File: src/rtl/ex_mem_buf_if.sv
// Execute-to-memory result bus for ex_mem_buf; forwarding query signals exist
// only when EX_MEM_BUF_BYPASS_EN is defined.
interface ex_mem_buf_if #(
  parameter int unsigned DATA_W = 32,
  parameter int unsigned ADDR_W = 5
);
  logic              ex_valid_i;
  logic              ex_ready_o;
  logic              ex_we_i;
  logic [ADDR_W-1:0] ex_waddr_i;
  logic [DATA_W-1:0] ex_wdata_i;
  logic              flush_i;
  logic              mem_valid_o;
  logic              mem_ready_i;
  logic              mem_we_o;
  logic [ADDR_W-1:0] mem_waddr_o;
  logic [DATA_W-1:0] mem_wdata_o;
`ifdef EX_MEM_BUF_BYPASS_EN
  logic [ADDR_W-1:0] id_raddr_i;
  logic              fwd_hit_o;
  logic [DATA_W-1:0] fwd_data_o;
`endif

  modport slave (
    input  ex_valid_i, ex_we_i, ex_waddr_i, ex_wdata_i, flush_i, mem_ready_i,
`ifdef EX_MEM_BUF_BYPASS_EN
    input  id_raddr_i,
    output fwd_hit_o, fwd_data_o,
`endif
    output ex_ready_o, mem_valid_o, mem_we_o, mem_waddr_o, mem_wdata_o
  );

  modport master (
    output ex_valid_i, ex_we_i, ex_waddr_i, ex_wdata_i, flush_i, mem_ready_i,
`ifdef EX_MEM_BUF_BYPASS_EN
    output id_raddr_i,
    input  fwd_hit_o, fwd_data_o,
`endif
    input  ex_ready_o, mem_valid_o, mem_we_o, mem_waddr_o, mem_wdata_o
  );
endinterface

File: src/rtl/ex_mem_buf.sv
// Two-entry in-order EX/MEM result buffer with flush.
// Define EX_MEM_BUF_BYPASS_EN to build the decode-stage forwarding comparators.
module ex_mem_buf #(
  parameter int unsigned DATA_W = 32,
  parameter int unsigned ADDR_W = 5
) (
  input logic          clk,
  input logic          rst,
  ex_mem_buf_if.slave  bus
);
  typedef enum logic [1:0] {EMPTY, ONE, FULL} state_e;

  state_e            state_q, state_d;
  logic              rd_q, rd_d;
  logic              wr_q, wr_d;
  logic [1:0]        we_q;
  logic [ADDR_W-1:0] waddr_q [2];
  logic [DATA_W-1:0] wdata_q [2];
  logic              accept, pop, mem_valid;

  assign mem_valid = (state_q != EMPTY);

  always_comb begin
    accept  = bus.ex_valid_i && (state_q != FULL);
    pop     = mem_valid && bus.mem_ready_i;
    state_d = state_q;
    rd_d    = rd_q;
    wr_d    = wr_q;
    if (bus.flush_i) begin
      state_d = EMPTY;
      rd_d    = 1'b0;
      wr_d    = 1'b0;
    end else begin
      if (accept) wr_d = ~wr_q;
      if (pop)    rd_d = ~rd_q;
      unique case (state_q)
        EMPTY: if (accept) state_d = ONE;
        ONE: begin
          if (accept && !pop)      state_d = FULL;
          else if (pop && !accept) state_d = EMPTY;
        end
        FULL:    if (pop) state_d = ONE;
        default: state_d = EMPTY;
      endcase
    end
  end

  always_ff @(posedge clk) begin
    if (rst) begin
      state_q <= EMPTY;
      rd_q    <= 1'b0;
      wr_q    <= 1'b0;
      we_q    <= '0;
      for (int unsigned i = 0; i < 2; i++) begin
        waddr_q[i] <= '0;
        wdata_q[i] <= '0;
      end
    end else begin
      state_q <= state_d;
      rd_q    <= rd_d;
      wr_q    <= wr_d;
      // Writes to r0 are stored but never marked as register writes.
      if (accept && !bus.flush_i) begin
        we_q[wr_q]    <= bus.ex_we_i && (bus.ex_waddr_i != '0);
        waddr_q[wr_q] <= bus.ex_waddr_i;
        wdata_q[wr_q] <= bus.ex_wdata_i;
      end
    end
  end

  assign bus.ex_ready_o  = (state_q != FULL);
  assign bus.mem_valid_o = mem_valid;
  assign bus.mem_we_o    = mem_valid && we_q[rd_q];
  assign bus.mem_waddr_o = mem_valid ? waddr_q[rd_q] : '0;
  assign bus.mem_wdata_o = mem_valid ? wdata_q[rd_q] : '0;

`ifdef EX_MEM_BUF_BYPASS_EN
  logic tail_idx, hit_head, hit_tail;

  // When FULL the non-head slot holds the younger entry and wins on a double match.
  assign tail_idx = ~rd_q;
  assign hit_head = mem_valid && we_q[rd_q] && (bus.id_raddr_i != '0)
                    && (waddr_q[rd_q] == bus.id_raddr_i);
  assign hit_tail = (state_q == FULL) && we_q[tail_idx] && (bus.id_raddr_i != '0)
                    && (waddr_q[tail_idx] == bus.id_raddr_i);

  assign bus.fwd_hit_o  = hit_head || hit_tail;
  assign bus.fwd_data_o = hit_tail ? wdata_q[tail_idx] :
                          hit_head ? wdata_q[rd_q] : '0;
`endif
endmodule

File: src/flat_wrapper.sv
// flat-port wrapper written by rule: the top's interface ports become plain ports
module ex_mem_buf_flat 
#(
  parameter int unsigned DATA_W = 32,
  parameter int unsigned ADDR_W = 5
)
  (clk, rst, bus_ex_valid_i, bus_ex_we_i, bus_ex_waddr_i, bus_ex_wdata_i, bus_flush_i, bus_mem_ready_i, bus_ex_ready_o, bus_mem_valid_o, bus_mem_we_o, bus_mem_waddr_o, bus_mem_wdata_o);
  ex_mem_buf_if #(.DATA_W(DATA_W), .ADDR_W(ADDR_W)) bus_i ();
  input logic clk;
  input logic rst;
  input wire logic [$bits(bus_i.ex_valid_i)-1:0] bus_ex_valid_i;
  input wire logic [$bits(bus_i.ex_we_i)-1:0] bus_ex_we_i;
  input wire logic [$bits(bus_i.ex_waddr_i)-1:0] bus_ex_waddr_i;
  input wire logic [$bits(bus_i.ex_wdata_i)-1:0] bus_ex_wdata_i;
  input wire logic [$bits(bus_i.flush_i)-1:0] bus_flush_i;
  input wire logic [$bits(bus_i.mem_ready_i)-1:0] bus_mem_ready_i;
  output wire logic [$bits(bus_i.ex_ready_o)-1:0] bus_ex_ready_o;
  output wire logic [$bits(bus_i.mem_valid_o)-1:0] bus_mem_valid_o;
  output wire logic [$bits(bus_i.mem_we_o)-1:0] bus_mem_we_o;
  output wire logic [$bits(bus_i.mem_waddr_o)-1:0] bus_mem_waddr_o;
  output wire logic [$bits(bus_i.mem_wdata_o)-1:0] bus_mem_wdata_o;
  assign bus_i.ex_valid_i = bus_ex_valid_i;
  assign bus_i.ex_we_i = bus_ex_we_i;
  assign bus_i.ex_waddr_i = bus_ex_waddr_i;
  assign bus_i.ex_wdata_i = bus_ex_wdata_i;
  assign bus_i.flush_i = bus_flush_i;
  assign bus_i.mem_ready_i = bus_mem_ready_i;
  assign bus_ex_ready_o = bus_i.ex_ready_o;
  assign bus_mem_valid_o = bus_i.mem_valid_o;
  assign bus_mem_we_o = bus_i.mem_we_o;
  assign bus_mem_waddr_o = bus_i.mem_waddr_o;
  assign bus_mem_wdata_o = bus_i.mem_wdata_o;
  ex_mem_buf #(.DATA_W(DATA_W), .ADDR_W(ADDR_W)) u_core (.clk(clk), .rst(rst), .bus(bus_i));
endmodule
File: config.mk
export PLATFORM = sky130hd
export DESIGN_NAME = ex_mem_buf_flat
export DESIGN_NICKNAME = d
export VERILOG_FILES = /design/src/rtl/ex_mem_buf_if.sv /design/src/rtl/ex_mem_buf.sv /design/src/flat_wrapper.sv
export SDC_FILE = /design/constraint.sdc
export NUM_CORES = 1
export LEC_CHECK = 0
export ABC_AREA = 0
export ABC_CLOCK_PERIOD_IN_PS = 2900
export CAP_MARGIN = 20
export CORE_ASPECT_RATIO = 1.2
export CORE_MARGIN = 4
export CORE_UTILIZATION = 40
export DETAILED_ROUTE_END_ITERATION = 6
export DONT_BUFFER_PORTS = 1
export PLACE_DENSITY_LB_ADDON = 0.15
export SKIP_LAST_GASP = 1
export SYNTH_ARGS = -nofsm -noshare
export SYNTH_HDL_FRONTEND = slang
export SYNTH_SLANG_ARGS = --single-unit
File: constraint.sdc
create_clock -name clk -period 2.9 [get_ports clk]
set_input_delay 0.435 -clock clk [delete_from_list [all_inputs] [get_ports clk]]
set_output_delay 0.435 -clock clk [all_outputs]
set_load 0.005 [all_outputs]
==> results.json <==
{
  "gp_congestion": 0.6970,
  "clock_sinks": 81,
  "postCtsSetupBuffers": 0,
  "drive_above_1_share_pct": 9.589,
  "setup_viol": 0,
  "numCtsBuffers": 9,
  "viasPerCell": 5.022,
  "start_util_pct": 40.99,
  "first_iter_violations": 75,
  "die_y_um": 113.7,
  "synth_top_area_share_pct": 59.70,
  "ys_seq_area_share_pct": 63.46,
  "endpoint": "u_core.wdata_q[0][0]",
  "synthTopCellsByArea": "edfxtp_1 60%, and2_1 12%, mux2i_1 10%, nor2_1 4.3%, dfxtp_1 3.8%",
  "critical_path.startpoint": "u_core.state_q[0]",
  "grt.total_usage_pct": 14.21,
  "postLayoutCoreUtil_pct": 44.45,
  "antenna_cells": 0,
  "fin_total_pwr_mw": 2.248,
  "drv_slew": 0,
  "grt_pass1_wl_mm": 11.38,
  "ys_seq_elements": 81,
  "port_buffers": 0,
  "fmax_mhz": 465.8,
  "rr_endpoint": "u_core.wdata_q[0][0]",
  "cts_hold_buf": 0,
  "synth_edf_count": 74,
  "r2r_start": "u_core.state_q[0]",
  "synth_fp_nets": 327,
  "core-area_sq_um": 9081,
  "leakage_nw": 1.389,
  "fin_crit_sh_pct": 74.04,
  "worstPathRequired_ns": 2.93,
  "relSlewSlack_pct": 39.55,
  "htree_levels": 3,
  "final_cells": 412,
  "io_pins": 83,
  "startpoint_type": "flop",
  "cp_max_fo": 17,
  "irDropWorstVdd_uv": 253.1,
  "synthCells": 284,
  "rows": 38,
  "area_delta_synth_final_pct": 8.437,
  "async_flop_share_pct": 0,
  "totalWireLength_mm": 7.076,
  "hp-class": "in -> reg",
  "reg2reg_setup_slack_ns": 0.75,
  "status": "finished, final reports clean",
  "routedWlPerCell_um": 17.17,
  "synth-main-ff-cell": "edfxtp_1",
  "synth_top_cell_by_area": "edfxtp_1",
  "grt_setup_unrepaired": "false",
  "worst-r2r-cell-count": 5,
  "ys_warn_count": 0,
  "crit_type": "reg -> reg",
  "drcViolationCount": 0,
  "crit_path_end_kind": "flop",
  "dieArea_sq_um": 10920,
  "clockBufferDepth": 2,
  "cts_resized": 0,
  "drv_cap": 0,
  "placed_cells": 396,
  "grt_max_degree": 40,
  "dp_hpwl_mm": 4.624,
  "power_density_nw_per_um2": 556.9,
  "clockRootBuffer": "clkbuf_8",
  "clk_pin_slew_ns": 0.07,
  "finalHoldViolCount": 0,
  "fin_skew_ns": 0.005986,
  "arrival_ns": 2.18,
  "hold_ws_ns": 0.1596,
  "worst-slew-pin-transition_ns": 0.9047,
  "syn-cell-area_sq_um": 3722,
  "vias": 2069,
  "insertion_delay_ns": 0.34,
  "nets": 330,
  "ant_nets": 0,
  "detail_route.first_pass.iterations": 4,
  "ys_types": 32,
  "grt_pass1_vias": 2247,
  "synth_area_per_cell_sq_um": 13.11,
  "post-route-min-period_ns": 2.147,
  "antenna_found_initial": 0,
  "overflow": 0,
  "dieWidth_um": 96.06,
  "cts_tree": "done"
}
## cell type report
class                   instances  area (sq um)
inverters                       4         15.01
clock inverters                 5         46.29
multi-input cells             183          1257
repair buffers                  8         72.57
clock buffers                  11         131.4
well taps                     120         150.1
fillers                       819          5045
flip-flops and latches         81          2364
## cells by family (layout without fill, tap and decap cells)
group / Yosys count / count (layout) / share of synthesized area (%)
multiplexers: 39 / 39 / 10.49
XOR/XNOR: 1 / 1 / 0.2353
AO/OA/AOI/OAI: 12 / 12 / 2.084
buffers and inverters: 20 / 28 / 3.563
AND/OR/NAND/NOR: 131 / 131 / 20.17
flip-flops: 81 / 81 / 63.46
## worst min path at each step
stage / start / end / slack, ns / cells past startpoint
after floorplan: u_core.we_q[1] / u_core.we_q[1] / 0.45 / 2
after global placement: u_core.we_q[1] / u_core.we_q[1] / 0.49 / 2
after detailed placement: u_core.we_q[0] / u_core.we_q[0] / 0.49 / 2
after CTS: bus_mem_ready_i / u_core.state_q[1] / 0.13 / 1
after global routing: bus_mem_ready_i / u_core.state_q[1] / 0.13 / 1
final: bus_mem_ready_i / u_core.state_q[1] / 0.16 / 1
## power by group
part	internal [mW]	total (mW)	switching [mW]
sequential	1.33	1.35	0.0214
combinational	0.0479	0.134	0.0861
clock	0.389	0.759	0.370
total	1.77	2.25	0.478
## cell usage in the layout, fill, tap and decap left out
cell type / n
clkbuf_1: 2
o311ai_1: 1
or4_1: 1
nand3b_1: 1
nor4b_4: 2
mux2i_1: 39
or2_1: 1
buf_4: 7
and2_1: 74
nand3_1: 2
and2b_1: 1
edfxtp_1: 74
o21ai_4: 2
clkinv_2: 1
dfxtp_2: 1
buf_12: 1
a21o_1: 1
inv_2: 2
nor2_1: 42
bufinv_16: 1
a21oi_1: 2
nand2_1: 1
o21ai_1: 1
nand2b_1: 1
clkinv_1: 3
and2b_4: 1
clkbuf_8: 9
o311ai_0: 1
nor3b_1: 1
inv_1: 2
o31ai_1: 2
or3_1: 1
nor2_4: 1
xor2_1: 1
nand4_1: 1
a211oi_1: 1
dfxtp_1: 6
o21ai_0: 1
## cell usage after synthesis, types with 2 or more instances
master and count:
and2_1 74, edfxtp_1 74, nor2_1 43, mux2i_1 39, buf_6 7, dfxtp_1 7, buf_2 4, clkbuf_1 4
o21ai_1 3, a21oi_1 2, inv_1 2, inv_2 2, nand3_1 2, nor4b_4 2, o31ai_1 2
## critical path: stages (launching register included)
cell	delay (ns)
dfxtp_1	0.44
and2b_4	0.26
inv_2	0.11
nand2_1	0.15
o21ai_4	0.53
buf_4	0.34
## routing by layer
layer	vias to the layer above	routed length [um]	track usage, %
met5	-	0	0
met4	0	196	8.065
li1	992	-	-
met1	1000	2838	16.88
met2	63	3496	22.71
met3	14	545	4.156
## flip-flops by register name (all words and copies together) (netlist names), named ones only
name	cells
u_core.wdata_q	64
u_core.we_q	2
u_core.waddr_q	10
u_core.state_q	2
u_core.rd_q	1
u_core.wr_q	1
## through the flow
step	cell area, sq um	worst slack, ns	setup TNS, ns
after floorplan	3722	-0.1576	-11.66
after global placement	3859	0.7822	0
after CTS	4036	0.6748	0
final	4036	0.7530	0
after global routing	4036	0.5876	0
after detailed placement	3859	0.6935	0
Note: power is estimated with default switching activity, not from simulation.
